--- src/rtl/trigger_scaler_counter_pkg.sv ---
// Shared trigger scaler definitions: channel layout, widths and read FSM states.
package trigger_scaler_counter_pkg;

   // Default channel count and counter width.
   localparam int TRIG_NCH  = 8;
   localparam int TRIG_CW   = 16;

   // Channel index ranges: low four are TDA inputs, upper four are reserved.
   localparam int TDA_FIRST = 0;
   localparam int TDA_LAST  = 3;
   localparam int RSV_FIRST = 4;
   localparam int RSV_LAST  = 7;

   // Read address width for the default channel count.
   localparam int TRIG_AW   = $clog2(TRIG_NCH);

   // Read handshake states.
   typedef enum logic {
      RD_IDLE = 1'b0,
      RD_ACK  = 1'b1
   } rd_state_t;

endpackage

--- src/rtl/trigger_scaler_counter_channel.sv ---
// One scaler channel: ce-qualified rising-edge detect, saturating counter
// and a sticky overflow bit, both cleared on the period latch.
module scaler_channel_counter #(
   parameter int CW = 16
) (
   input  logic          clk_i,
   input  logic          rst_n_i,
   input  logic          ce_i,
   input  logic          scal_i,
   input  logic          clr_i,
   output logic [CW-1:0] cnt_o,
   output logic          ovf_o
);

   logic          r_scal;
   logic [CW-1:0] r_cnt;
   logic          r_ovf;
   logic          w_edge;
   logic          w_sat;

   // Edge is a 0->1 between consecutive ce-qualified samples; a long high counts once.
   assign w_edge = ce_i & scal_i & ~r_scal;
   assign w_sat  = (r_cnt == {CW{1'b1}});

   // Previous ce-qualified sample of the scaler input.
   always_ff @(posedge clk_i or negedge rst_n_i) begin
      if (!rst_n_i)  r_scal <= 1'b0;
      else if (ce_i) r_scal <= scal_i;
   end

   // Working count: clear on latch (an edge in that cycle starts the new period at 1), else saturating increment.
   always_ff @(posedge clk_i or negedge rst_n_i) begin
      if (!rst_n_i) begin
         r_cnt <= '0;
         r_ovf <= 1'b0;
      end else if (clr_i) begin
         r_cnt <= w_edge ? CW'(1) : '0;
         r_ovf <= 1'b0;
      end else if (w_edge) begin
         if (w_sat) r_ovf <= 1'b1;
         else       r_cnt <= r_cnt + CW'(1);
      end
   end

   assign cnt_o = r_cnt;
   assign ovf_o = r_ovf;

endmodule

--- src/rtl/trigger_scaler_counter.sv ---
// Trigger scaler counter top: NCH channel counters, period latch driven by
// the registered pps edge, holding registers and a one-cycle read handshake.
module trigger_scaler_counter
   import trigger_scaler_counter_pkg::*;
#(
   parameter int NCH = TRIG_NCH,
   parameter int CW  = TRIG_CW,
   parameter int AW  = (NCH > 1) ? $clog2(NCH) : 1
) (
   input  logic           clk_i,
   input  logic           rst_n_i,
   input  logic           ce_i,
   input  logic [NCH-1:0] scal_i,
   input  logic           pps_i,
   input  logic           rd_req_i,
   input  logic [AW-1:0]  rd_addr_i,
   output logic           rd_ack_o,
   output logic [CW-1:0]  rd_data_o,
   output logic [NCH-1:0] ovf_o,
   output logic           update_o
);

   logic [CW-1:0]  w_cnt  [NCH];
   logic [NCH-1:0] w_ovf;
   logic [CW-1:0]  r_hold [NCH];
   logic           r_pps_s1;
   logic           r_pps_s2;
   logic           w_latch;
   logic           r_update;
   logic [NCH-1:0] r_ovf;
   rd_state_t      r_state;
   rd_state_t      w_state_next;
   logic           w_ack;
   logic [CW-1:0]  w_rd_sel;
   logic [CW-1:0]  r_rd_data;

   // Register pps twice; the latch cycle is the first cycle the registered value is high.
   always_ff @(posedge clk_i or negedge rst_n_i) begin
      if (!rst_n_i) begin
         r_pps_s1 <= 1'b0;
         r_pps_s2 <= 1'b0;
      end else begin
         r_pps_s1 <= pps_i;
         r_pps_s2 <= r_pps_s1;
      end
   end

   assign w_latch = r_pps_s1 & ~r_pps_s2;

   // Per-channel counters and their holding registers.
   generate
      for (genvar gi = 0; gi < NCH; gi++) begin : g_chan
         scaler_channel_counter #(
            .CW(CW)
         ) u_chan (
            .clk_i  (clk_i),
            .rst_n_i(rst_n_i),
            .ce_i   (ce_i),
            .scal_i (scal_i[gi]),
            .clr_i  (w_latch),
            .cnt_o  (w_cnt[gi]),
            .ovf_o  (w_ovf[gi])
         );

         // Holding register takes the finished period's count in the latch cycle.
         always_ff @(posedge clk_i or negedge rst_n_i) begin
            if (!rst_n_i)     r_hold[gi] <= '0;
            else if (w_latch) r_hold[gi] <= w_cnt[gi];
         end
      end
   endgenerate

   // Overflow flags and update pulse, both aligned with the new holding values.
   always_ff @(posedge clk_i or negedge rst_n_i) begin
      if (!rst_n_i) begin
         r_ovf    <= '0;
         r_update <= 1'b0;
      end else begin
         if (w_latch) r_ovf <= w_ovf;
         r_update <= w_latch;
      end
   end

   // Read mux; addresses outside the channel range select zero.
   always_comb begin
      w_rd_sel = '0;
      for (int i = 0; i < NCH; i++) begin
         if (rd_addr_i == AW'(i)) w_rd_sel = r_hold[i];
      end
   end

   // Read data captured in the request cycle, so a read in the latch cycle sees the old value.
   always_ff @(posedge clk_i or negedge rst_n_i) begin
      if (!rst_n_i)      r_rd_data <= '0;
      else if (rd_req_i) r_rd_data <= w_rd_sel;
   end

   // Read FSM state register.
   always_ff @(posedge clk_i or negedge rst_n_i) begin
      if (!rst_n_i) r_state <= RD_IDLE;
      else          r_state <= w_state_next;
   end

   // Read FSM next state and acknowledge decode.
   always_comb begin
      w_state_next = RD_IDLE;
      w_ack        = 1'b0;
      case (r_state)
         RD_IDLE: begin
            if (rd_req_i) w_state_next = RD_ACK;
         end
         RD_ACK: begin
            w_ack = 1'b1;
            if (rd_req_i) w_state_next = RD_ACK;
         end
         default: w_state_next = RD_IDLE;
      endcase
   end

   assign rd_ack_o  = w_ack;
   assign rd_data_o = r_rd_data;
   assign ovf_o     = r_ovf;
   assign update_o  = r_update;

endmodule

--- config.mk ---
export PLATFORM = sky130hd
export DESIGN_NAME = trigger_scaler_counter
export DESIGN_NICKNAME = d
export VERILOG_FILES = /design/src/rtl/trigger_scaler_counter_pkg.sv /design/src/rtl/trigger_scaler_counter_channel.sv /design/src/rtl/trigger_scaler_counter.sv
export SDC_FILE = /design/constraint.sdc
export NUM_CORES = 1
export LEC_CHECK = 0
export BUFFER_PORTS_ARGS = -buffer_cell sky130_fd_sc_hd__buf_2
export CAP_MARGIN = 20
export CORE_MARGIN = 8
export CORE_UTILIZATION = 55
export DETAILED_ROUTE_END_ITERATION = 12
export HOLD_SLACK_MARGIN = 0.06
export PLACE_DENSITY = 0.72
export SLEW_MARGIN = 20
export SYNTH_ARGS = -nofsm -noshare
export SYNTH_HDL_FRONTEND = slang
export SYNTH_SLANG_ARGS = --single-unit
--- constraint.sdc ---
create_clock -name clk_i -period 2.5 [get_ports clk_i]
set_input_delay 0.125 -clock clk_i [delete_from_list [all_inputs] [get_ports clk_i]]
set_output_delay 0.125 -clock clk_i [all_outputs]
set_load 0.02 [all_outputs]
## Yosys cells after proc, flatten, opt, wreduce, memory -nomap -nowiden

Index checks and enable logic that the tools add are counted.

| word-level totals | value |
|---|---|
| input bits | 16 |
| word-level logic and storage cells | 194 |
| register bits | 300 |
| bits in latches | 0 |
| output and inout bits | 26 |
| memories kept | 0 |
| memory bits (writable) | 0 |
| bits in read-only memories | 0 |

| cells by class | value |
|---|---|
| reduce and logical (&&, ||, !) cells | 33 |
| shift operators | 0 |
| equal/unequal tests | 23 |
| mux-type cells | 66 |
| divide/modulo/power cells | 0 |
| multipliers | 0 |
| bitwise logic cells | 26 |
| order comparisons | 0 |
| $add $sub $neg | 8 |

Operators with widths:

| cell | number |
|---|---|
| two-way mux 16 bit | 32 |
| adder 16 x 1 -> 16 bit, second input constant | 8 |
| equality test 16 bit, second input constant | 8 |
| two-way mux 1 bit | 34 |
| AND reduction 2 bit | 16 |
| nonzero test 2 bit | 16 |
| bitwise AND 1 bit | 17 |
| != test 2 bit, second input constant | 8 |
| equality test 3 bit, second input constant | 4 |
| NOT 1 bit | 9 |
| equality test 3 x 2 -> 1 bit, second input constant | 2 |
| equality test 3 x 1 -> 1 bit, second input constant | 1 |
| logical NOT 3 bit | 1 |

## Depth between registers and ports, before layout

| logic depth | value |
|---|---|
| word-level depth | 9 |
| depth in mapped cells | 7 |

## Cells and area by module

From an unflattened synthesis, not the netlist that was laid out.

| unflattened totals | value |
|---|---|
| cell total of the unflattened synthesis | 1,346 |
| area, all modules | 14,850.5 um^2 |

Modules (own cells, without submodules):

| module | sequential area each (um^2) | instances | cells each | area an instance (um^2) |
|---|---|---|---|---|
| scaler_channel_counter | 450.4 | 8 | 97 | 979.7 |
| trigger_scaler_counter | 3,903.7 | 1 | 570 | 7,013.0 |

## Worst setup path before layout

Ideal clock, no wire load.

| timing | value |
|---|---|
| kind | flip-flop to flip-flop |
| start | register g_chan[0].u_chan.r_cnt[5] |
| end | register g_chan[0].u_chan.r_cnt[0] |
| period minus slack after synthesis | 1.778 ns |
| path buffers | 1 |
| data arrival time | 1.659 ns |
| data required time | 2.380 ns |
| path slack | 0.722 ns |
| stages on the path, launching flop included | 7 |
| library setup time | 0.120 ns |
| cells stage by stage | dfrtp_1 nand3_2 or4_4 buf_6 o21ai_4 o22ai_1 a31o_1 |

| between the ends | value |
|---|---|
| cells in the longest elaborated chain, start to end | 3 |

Ends and longest elaborated chain:

| what | RTL line | source |
|---|---|---|
| start, declared | trigger_scaler_counter_channel.sv:16 | `logic [CW-1:0] r_cnt;` |
| start signal, assigned | trigger_scaler_counter_channel.sv:37 | `r_cnt <= w_edge ? CW'(1) : '0;` |
| start signal, assigned | trigger_scaler_counter_channel.sv:41 | `else r_cnt <= r_cnt + CW'(1);` |
| equality test 16 bit | trigger_scaler_counter_channel.sv:23 | `assign w_sat = (r_cnt == {CW{1'b1}});` |
| != test 2 bit (no line) | n/a |  |
| AND reduction 2 bit (no line) | n/a |  |

Every way passes these cells.
A chain may end at the register's enable or synchronous reset.

## Final worst setup path

| timing | value |
|---|---|
| start | register g_chan[4].u_chan.r_cnt[0] |
| end | register g_chan[4].u_chan.r_cnt[3] |

| between the ends | value |
|---|---|
| cells in the longest elaborated chain, start to end | 4 |

Ends and longest elaborated chain:

| what | RTL line | source |
|---|---|---|
| start, declared | trigger_scaler_counter_channel.sv:16 |  |
| start signal, assigned | trigger_scaler_counter_channel.sv:37 |  |
| start signal, assigned | trigger_scaler_counter_channel.sv:41 |  |
| adder 16 x 1 -> 16 bit | trigger_scaler_counter_channel.sv:41 |  |
| two-way mux 16 bit | trigger_scaler_counter_channel.sv:40 | `if (w_sat) r_ovf <= 1'b1;` |
| two-way mux 16 bit | trigger_scaler_counter_channel.sv:39 | `end else if (w_edge) begin` |
| two-way mux 16 bit | trigger_scaler_counter_channel.sv:36 | `end else if (clr_i) begin` |

Parallel ways exist; a longest one is shown, timed or not. The select of a mux whose other input is x is not followed.

==> results.py <==
metrics = {
    "outcome": {
        "status": "finished clean",
    },
    "cells_and_area": {
        "nets": 1627,
        "antennaDiodeCount": 0,
        "final_common_cell": "nand2_1",
        "final_layout_size_suffix_gt1_frac": 0.08974,
        "stdcell_count": 1962,
        "final_cell_mix": "492 x nand2_1, 300 x dfrtp_1, 130 x nor2_1, 70 x o21ai_0, 48 x nand4_1",
        "fillCellCount": 2120,
        "synthToLayoutAreaGrowth_pct": 12.22,
    },
    "sta": {
        "slew_violations": 0,
        "clock.fmax_mhz": 480.2,
        "setup_ws_ns": 0.4176,
        "hold_viol_final": 0,
        "skew_ns": 0.008818,
        "tns_ns": 0,
        "whs_ns": 0.1426,
        "post-route-period-util": 0.8330,
        "maxSlewHeadroom": 0.2880,
        "finalSetupViolCount": 0,
        "period_needed_ns": 2.082,
        "worstMarginPinSlew_ns": 1.064,
        "rsz0062_at_grt": "false",
    },
    "synth": {
        "postSynthCellCount": 1576,
        "synth_simple_gate_area_frac": 0.2684,
        "avgSynthCellArea_sq_um": 9.053,
        "synth_fa_ha_area_frac": 0.007016,
        "synth_fp_nets": 1600,
        "synth_top_area_share": 0.5262,
        "synth_xor_area_frac": 0.05218,
        "synth_top_family_by_area": "simple AND/OR/NAND/NOR gates",
        "synthFlopType": "dfrtp_1",
        "synth_top_area_cell": "dfrtp_1",
        "synthArstFlopShare": 1.000,
        "ys_ff_latch": 300,
        "synth_mux_area_frac": 0.01587,
        "ys_warn_count": 0,
        "seq_area_frac_synth": 0.5262,
        "synth_area_leaders": "dfrtp_1 53%, nand2_1 13%, nor2_1 3.4%",
        "synth-compound-area-share": 0.09954,
        "synth.distinct_cells": 70,
        "synth-edff-count": 0,
        "syn_area_sq_um": 14270,
    },
    "placement": {
        "io_buffers": 41,
        "dp.final_hpwl_mm": 23.41,
        "dp_cells": 1891,
        "pre_cts_slack_ns": 0.4643,
        "place.gp.congestion": 0.8358,
    },
    "power": {
        "p_clk_frac": 0.462,
        "power_density_nw_per_um2": 685.5,
        "vdd_drop_max_uv": 615.9,
        "internal_power_mw": 8.358,
        "pwr-share-seq": 0.470,
        "p_comb_frac": 0.069,
        "swShare": 0.2386,
        "p_leak_nw": 7.761,
        "p_switching_mw": 2.619,
    },
    "clock_tree": {
        "ctsLongestPathBuffers": 3,
        "clock_sinks": 300,
        "clock_latency_ns": 0.50,
        "cts.clk_slew.worst_paths_ns": 0.06,
        "cts_tree": "done",
        "cts-htree-levels": 2,
        "numCtsBuffers": 34,
        "post_cts_buffers": 0,
        "cts-hold-fix-buffers": 11,
        "post_cts_resized": 0,
        "cts_root_buf": "clkbuf_16",
    },
    "setup_path": {
        "arrival_ns": 2.46,
        "path_buf_inv": 1,
        "crit_path_top_delay_cell": "nor4_1",
        "crit_chain": "ha_1 > nand3_1 > nor4_1 > buf_4 > nor3_1 > xnor2_1 > nor2_1",
        "critPathKind": "register to register",
        "crit_path_start_kind": "register",
        "cpPeakStageDelay_ns": 0.61,
        "cp.depth": 7,
        "required_ns": 2.87,
        "crit_fanout": 10,
        "rr_worst_depth": 7,
        "endpoint_kind": "register",
        "critical_path.top_delay_family": "simple AND/OR/NAND/NOR gates",
    },
    "floorplan": {
        "row_count": 59,
        "core_region_area_sq_um": 25760,
        "die-area_sq_um": 31350,
        "io_pins": 42,
        "die_x_um": 177.1,
        "initial_utilization": 0.5538,
        "die_y_um": 177.1,
    },
    "flow_run": {
        "maxCapViolCount": 0,
    },
    "global_routing": {
        "grt.total_usage": 0.2263,
        "grt_pass1_vias": 10980,
        "grt_pass1_wl_mm": 58.09,
        "grt_max_degree": 83,
        "overflow": 0,
        "antenna_found_initial": 0,
    },
    "routing": {
        "vias": 11360,
        "wirelength_mm": 34.71,
        "avgRoutedWirePerCell_um": 17.69,
        "first_pass_iters": 6,
        "drc_errors": 0,
        "via_per_inst": 5.791,
        "first_iter_violations": 1330,
        "drtAntennaViolNets": 0,
    },
    "hold_path": {
        "whs_path_depth": 2,
        "holdCritPathClass": "input pin to register",
    },
}
layer usage:
metal | routed length [um] | GRT usage
met5 | 0 | 0
met3 | 2063 | 0.03414
met4 | 875 | 0.06935
met1 | 16610 | 0.3429
met2 | 15160 | 0.3286
cell families after synthesis:
group,after synthesis
AOI/OAI and AO/OA,212
adders and majority gates,8
buffers and inverters,99
DFF,300
xor gates and xnor gates,85
muxes,22
and+or+nand+nor,850
power by group through the flow:
stage | Combinational, mW | Clock (mW) | Sequential [mW]
finish | 0.753 | 5.07 | 5.16
floorplan | 0.425 | 0 | 5.22
detailed placement | 0.747 | 0 | 5.24
CTS | 0.765 | 5.15 | 5.15
global placement | 0.730 | 0 | 5.23
global route | 0.849 | 5.35 | 5.17
cells in the mapped netlist (16+ instances only):
| master | n |
|---|---|
| xor2_1 | 42 |
| dfrtp_1 | 300 |
| a221oi_1 | 16 |
| clkbuf_1 | 60 |
| nand4_1 | 48 |
| buf_2 | 18 |
| nand3_1 | 44 |
| o21ai_0 | 70 |
| a22o_1 | 16 |
| a21oi_1 | 44 |
| nor3_1 | 32 |
| o211a_1 | 17 |
| xnor2_1 | 43 |
| nand2_1 | 492 |
| nor2_1 | 130 |
| mux2i_1 | 17 |
final timing paths:
path | start | end | slack [ns]
setup / recovery | g_chan[4].u_chan.cnt_o[0] | g_chan[4].u_chan.cnt_o[3] | 0.42
hold / removal | ce_i | g_chan[3].u_chan.r_scal | 0.14
setup reg to reg | g_chan[4].u_chan.cnt_o[0] | g_chan[4].u_chan.cnt_o[3] | 0.42
hold reg to reg | r_pps_s1 | r_pps_s2 | 0.37
max in group asynchronous | rst_n_i | g_chan[2].u_chan.cnt_o[12] | 1.47
min in group asynchronous | rst_n_i | r_hold[105] | 0.17
sequential cells by signal, summed over array words and instances (netlist names):
signal / cells
r_pps_s1: 1
g_chan.u_chan.cnt_o: 128
ovf_o: 8
r_state: 1
g_chan.u_chan.ovf_o: 8
rd_data_o: 16
r_hold: 128
r_pps_s2: 1
update_o: 1
g_chan.u_chan.r_scal: 8
stage by stage:
step | power, mW | util | instance area, sq um
floorplan | 5.640 | - | 14270
finish | 10.98 | 0.6215 | 16010
global route | 11.37 | 0.6215 | 16010
detailed placement | 5.984 | 0.5728 | 14760
global placement | 5.965 | 0.5728 | 14760
CTS | 11.07 | 0.6215 | 16010
worst register-to-register path, cell delays in order, from the launching register on:
cell     delay (ns)
dfrtp_1        0.42
ha_1           0.19
nand3_1        0.14
nor4_1         0.61
buf_4          0.29
nor3_1         0.08
xnor2_1        0.18
nor2_1         0.06
final cells by class:
type	instances	area (sq um)	area share
clock buffer	53	1056	0.06595
clock inverter	7	88.84	0.005548
inverter	13	53.80	0.003360
multi-input combinational	1177	6324	0.3949
sequential	300	7507	0.4689
tap	335	419.2	0.02618
timing repair buffer	77	563.0	0.03516
No activity file was read; power rests on OpenSTA's default activity.
